[src/rtl/hilo_unit.sv]
// hilo_unit -- HI/LO register file and sequencer for the multiply/divide units.
//
// A one-cycle MultStart or DivStart in IDLE raises the matching unit enable
// (MultCtrl/DivCtrl). The FSM then walks IDLE -> LAUNCH -> WAIT -> RELEASE -> IDLE.
// A Done from the selected unit in WAIT commits its result into HI/LO.
// On a divide, Div0 takes priority over DivDone: it raises Div0Exc and HI/LO
// keep their values.
//
// Ports:
//   clock                       rising-edge clock
//   reset                       synchronous, active-high
//   MultStart, DivStart         one-cycle operation requests (mult wins a tie)
//   MultDone, DivDone, Div0     completion / divide-by-zero flags from the units
//   MultHIOut, MultLOOut        64-bit product, high and low halves
//   DivHIOut, DivLOOut          remainder and quotient
//   MultCtrl, DivCtrl           registered level enables to the units
//   HIOut, LOOut                architectural HI and LO registers
//   Busy                        high whenever an operation is in flight
//   OpDone                      one-cycle pulse while the freshly committed HI/LO are visible
//   Div0Exc                     one-cycle divide-by-zero exception pulse
//
// Optional feature (macro HILO_MTX_EN): adds MthiWrite, MtloWrite and WriteData
// for direct HI/LO writes while in IDLE.
module hilo_unit (
    input  logic        clock,
    input  logic        reset,
    input  logic        MultStart,
    input  logic        DivStart,
    input  logic        MultDone,
    input  logic        DivDone,
    input  logic        Div0,
    input  logic [31:0] MultHIOut,
    input  logic [31:0] MultLOOut,
    input  logic [31:0] DivHIOut,
    input  logic [31:0] DivLOOut,
`ifdef HILO_MTX_EN
    input  logic        MthiWrite,
    input  logic        MtloWrite,
    input  logic [31:0] WriteData,
`endif
    output logic        MultCtrl,
    output logic        DivCtrl,
    output logic [31:0] HIOut,
    output logic [31:0] LOOut,
    output logic        Busy,
    output logic        OpDone,
    output logic        Div0Exc
);

    typedef enum logic [1:0] {
        S_IDLE    = 2'd0,
        S_LAUNCH  = 2'd1,
        S_WAIT    = 2'd2,
        S_RELEASE = 2'd3
    } state_t;

    state_t      state, state_nxt;
    logic        op_div, op_div_nxt;        // 0 = mult, 1 = div
    logic        mult_ctrl_nxt, div_ctrl_nxt;
    logic [31:0] hi_nxt, lo_nxt;
    logic        op_done_nxt, div0_exc_nxt;

    always_ff @(posedge clock) begin
        if (reset) begin
            state    <= S_IDLE;
            op_div   <= 1'b0;
            MultCtrl <= 1'b0;
            DivCtrl  <= 1'b0;
            HIOut    <= '0;
            LOOut    <= '0;
            OpDone   <= 1'b0;
            Div0Exc  <= 1'b0;
        end else begin
            state    <= state_nxt;
            op_div   <= op_div_nxt;
            MultCtrl <= mult_ctrl_nxt;
            DivCtrl  <= div_ctrl_nxt;
            HIOut    <= hi_nxt;
            LOOut    <= lo_nxt;
            OpDone   <= op_done_nxt;
            Div0Exc  <= div0_exc_nxt;
        end
    end

    always_comb begin
        state_nxt     = state;
        op_div_nxt    = op_div;
        mult_ctrl_nxt = MultCtrl;
        div_ctrl_nxt  = DivCtrl;
        hi_nxt        = HIOut;
        lo_nxt        = LOOut;
        op_done_nxt   = 1'b0;
        div0_exc_nxt  = 1'b0;

        case (state)
            S_IDLE: begin
`ifdef HILO_MTX_EN
                // A write in the same cycle as an accepted start still lands;
                // the later commit simply overwrites it.
                if (MthiWrite) hi_nxt = WriteData;
                if (MtloWrite) lo_nxt = WriteData;
`endif
                if (MultStart) begin
                    op_div_nxt    = 1'b0;
                    mult_ctrl_nxt = 1'b1;
                    state_nxt     = S_LAUNCH;
                end else if (DivStart) begin
                    op_div_nxt    = 1'b1;
                    div_ctrl_nxt  = 1'b1;
                    state_nxt     = S_LAUNCH;
                end
            end
            // One dead cycle: a Done still high from the previous operation
            // must not be mistaken for completion of this one.
            S_LAUNCH: state_nxt = S_WAIT;
            S_WAIT: begin
                if (!op_div) begin
                    if (MultDone) begin
                        hi_nxt        = MultHIOut;
                        lo_nxt        = MultLOOut;
                        op_done_nxt   = 1'b1;
                        mult_ctrl_nxt = 1'b0;
                        state_nxt     = S_RELEASE;
                    end
                end else if (Div0) begin
                    div0_exc_nxt  = 1'b1;
                    div_ctrl_nxt  = 1'b0;
                    state_nxt     = S_RELEASE;
                end else if (DivDone) begin
                    hi_nxt        = DivHIOut;
                    lo_nxt        = DivLOOut;
                    op_done_nxt   = 1'b1;
                    div_ctrl_nxt  = 1'b0;
                    state_nxt     = S_RELEASE;
                end
            end
            // Enables stay low for this cycle so the units see a clean re-arm.
            S_RELEASE: begin
                mult_ctrl_nxt = 1'b0;
                div_ctrl_nxt  = 1'b0;
                state_nxt     = S_IDLE;
            end
            default: begin
                mult_ctrl_nxt = 1'b0;
                div_ctrl_nxt  = 1'b0;
                state_nxt     = S_IDLE;
            end
        endcase
    end

    assign Busy = (state != S_IDLE);

endmodule

[config.mk]
export PLATFORM = sky130hd
export DESIGN_NAME = hilo_unit
export DESIGN_NICKNAME = d
export VERILOG_FILES = /design/src/rtl/hilo_unit.sv
export SDC_FILE = /design/constraint.sdc
export NUM_CORES = 1
export LEC_CHECK = 0
export CAP_MARGIN = 20
export CORE_ASPECT_RATIO = 1.5
export CORE_MARGIN = 2
export CORE_UTILIZATION = 40
export CTS_CLUSTER_DIAMETER = 100
export CTS_CLUSTER_SIZE = 12
export DETAILED_ROUTE_END_ITERATION = 8
export PLACE_DENSITY_LB_ADDON = 0.05
export RECOVER_POWER = 25
export SLEW_MARGIN = 30
export SYNTH_ARGS = -nofsm -noshare
export SYNTH_HDL_FRONTEND = slang
export SYNTH_SLANG_ARGS = --single-unit
[constraint.sdc]
create_clock -name clock -period 2 [get_ports clock]
set_input_delay 0.2 -clock clock [delete_from_list [all_inputs] [get_ports clock]]
set_output_delay 0.2 -clock clock [all_outputs]
set_load 0.05 [all_outputs]
==> results of run 1 <==
## kinds of logic (layout without fill, tap and decap cells)
logic type	after synthesis	after routing	share of synthesized area (%)
buffers and inverters	35	233	6.91
multiplexers	130	130	36.2
AO/OA/AOI/OAI	10	10	1.93
AND/OR/NAND/NOR	146	146	15.8
flip-flops	71	71	37.2
adder cells (fa/ha/maj)	6	6	1.97
## layer usage
layer	wire length, um	GRT usage (%)	up-vias
met5	0	0	-
met4	206	8.17	0
met3	744	5.04	15
met2	5100	33.4	128
met1	3610	18.5	1560
li1	-	-	1722
## synth_stat cells, drive strengths merged
library cell	instances	area [um^2]
nand2	130	488
dfxtp	71	1420
mux2	65	732
mux2i	65	651
buf	17	196
clkbuf	12	45.0
ha	6	75.1
inv	6	22.5
a21oi	4	20.0
nand2b	3	18.8
nor2b	2	12.5
nor3	2	10.0
nor3b	2	15.0
o211a	2	20.0
a211oi	1	7.51
a31o	1	8.76
and3b	1	12.5
and4	1	8.76
nand4	1	6.26
nor2	1	3.75
nor4bb	1	10.0
o2111ai	1	8.76
o21ai	1	8.76
or3b	1	8.76
or4	1	7.51
## sequential cells by signal, summed over array words and instances, names as in the netlist
register  cells
Div0Exc       1
DivCtrl       1
LOOut        32
OpDone        1
op_div        1
state         2
MultCtrl      1
HIOut        32
## cells in the final DEF, fill, tap and decap left out, drive strengths merged, types with 2 or more instances in the layout
| master | synthesis | layout |
|---|---|---|
| ha | 6 | 6 |
| a21oi | 4 | 4 |
| buf | 17 | 9 |
| mux2 | 65 | 65 |
| o211a | 2 | 2 |
| clkdlybuf4s50 | 0 | 202 |
| inv | 6 | 5 |
| mux2i | 65 | 65 |
| nor3b | 2 | 2 |
| clkinv | 0 | 3 |
| nor2b | 2 | 2 |
| nand2 | 130 | 130 |
| nand2b | 3 | 3 |
| clkbuf | 12 | 12 |
| dfxtp | 71 | 71 |
| nor3 | 2 | 2 |
## cell type report
| type | instances | area share (%) |
|---|---|---|
| clock buffers | 11 | 3.79 |
| clock inverters | 4 | 0.774 |
| inverters | 6 | 0.387 |
| multi-input cells | 292 | 34.7 |
| flip-flops and latches | 71 | 23.2 |
| well taps | 112 | 2.28 |
| repair buffers | 212 | 34.9 |
## worst max-delay path: cells and delay by family
| family | cells | cell delay (ps) |
|---|---|---|
| AO/OA/AOI/OAI | 1 | 510 |
| multiplexers | 1 | 230 |
| buffers and inverters | 2 | 830 |
| AND/OR/NAND/NOR | 1 | 210 |
## final timing paths
check | from | end | slack, ps | cells after the start
worst max-delay path | Div0 | HIOut[12] | 250 | 5
worst min-delay path | LOOut[24] | LOOut[24] | 460 | 2
worst max register to register | op_div | HIOut[12] | 280 | 4
worst min register to register | LOOut[24] | LOOut[24] | 460 | 2
## report_power, final
part           leakage [nW]  internal [mW]  switching (mW)
registers             0.575           1.60           0.112
clock network         0.135          0.954           0.546
logic                  2.00           1.14            1.30
total                  2.71           3.69            1.96
==> results.py, run 1 <==
metrics = {
    "synthesis": {
        "yosysUniqueCellTypes": 30,
        "post_synth.cell_area_avg_um2": 9.59,
        "synth_cells": 398,
        "ys_warn_count": 0,
        "synth_area_um2": 3820,
        "synth.yosys.seq_area_share_pct": 37.2,
        "synth_nets": 539,
        "ys_ff_latch": 71,
    },
    "global_routing": {
        "grt_pass1_wl_um": 14900,
        "antenna_found_initial": 0,
        "grt.total_usage_pct": 17.9,
        "grt_pass1_vias": 3260,
        "grt-ovfl-total": 0,
        "grt_max_degree": 47,
    },
    "detailed_routing": {
        "wl_um": 9660,
        "viasPerCell": 4.84,
        "routedWlPerCell_um": 13.6,
        "dr.pass1.iters": 4,
        "initialDrtViolationCount": 85,
        "drc": 0,
        "vias": 3425,
        "postRouteAntennaNets": 0,
    },
    "sta": {
        "finClkSkew_ps": 5.19,
        "rsz0062_at_grt": "false",
        "fin_tns_setup_ps": 0,
        "hold_ws_ps": 456,
        "fin_ws_ps": 247,
        "slew_violations": 0,
        "tightest_slew_ps": 636,
        "finalHoldViolations": 0,
        "max_freq_mhz": 570,
        "finalSetupViolCount": 0,
        "relSlewSlack_pct": 57.1,
        "period_needed_ps": 1750,
        "fin_crit_sh_pct": 87.7,
    },
    "clock_tree": {
        "cts_root_buf": "clkbuf_16",
        "clk_latency_ps": 320,
        "htree_levels": 3,
        "postCtsHoldBufs": 0,
        "cts_tree": "built",
        "path_clk_slew_ps": 60,
        "cts_buffer_depth": 2,
        "numCtsBuffers": 9,
        "cts_setup_buffers": 0,
        "ctsResizeCount": 0,
        "cts_sinks": 71,
    },
    "critical_path": {
        "critPathKind": "input pin to flop",
        "cp.required_ps": 2250,
        "cp_max_fo": 33,
        "start_kind": "input pin",
        "worstPathCellList": "clkdlybuf4s50_1 > and3b_4 > o21ai_0 > buf_12 > mux2i_1",
        "cp.arrival_ps": 2000,
        "cpMaxStageDelayCell": "clkdlybuf4s50_1",
        "max_stage_delay_ps": 510,
        "end_kind": "flop",
    },
    "final_layout": {
        "antennaDiodeCount": 0,
        "multi_input_area_um2": 2130,
        "fin_util_pct": 66.4,
        "drive_above_1_share_pct": 15.1,
        "seqCellArea_um2": 1420,
        "area_delta_synth_final_pct": 60.8,
        "final_cells": 708,
        "design_area_um2": 6140,
        "nets": 733,
        "nFillCells": 799,
    },
    "hold_path": {
        "hold_path_class": "flop to flop",
    },
    "floorplan": {
        "rows": 43,
        "floorplan.initialDensity_pct": 41.3,
        "die_h_um": 124,
        "die_area_um2": 10400,
        "dieWidth_um": 83.8,
        "ioPinCount": 204,
        "core_um2": 9250,
    },
    "place": {
        "detailed_place_hpwl_um": 7550,
        "numPortBuffers": 203,
        "pre_cts_ws_ps": 269,
        "gp_congestion": 0.869,
        "dp_cells": 693,
        "post_dp_cell_area_um2": 5890,
    },
    "pwr": {
        "power_mw": 5.65,
        "ir_drop_uv": 519,
        "p_leak_nw": 2.71,
        "power_density_nw_per_um2": 921,
    },
    "run_status": {
        "status": "complete, no violations",
    },
    "job": {
        "maxCapViolations": 0,
    },
}
Note: power is estimated with default switching activity, not from simulation.
==> inputs of run 2 (changes only) <==
--- a/config.mk
+++ b/config.mk
@@ -9,7 +9,7 @@
 export CORE_ASPECT_RATIO = 1.5
 export CORE_MARGIN = 2
 export CORE_UTILIZATION = 40
-export CTS_CLUSTER_DIAMETER = 100
+export CTS_CLUSTER_DIAMETER = 200
 export CTS_CLUSTER_SIZE = 12
 export DETAILED_ROUTE_END_ITERATION = 8
 export PLACE_DENSITY_LB_ADDON = 0.05
==> results of run 2 <==
The final DEF is identical to that of run 1; final timing and power are the same.
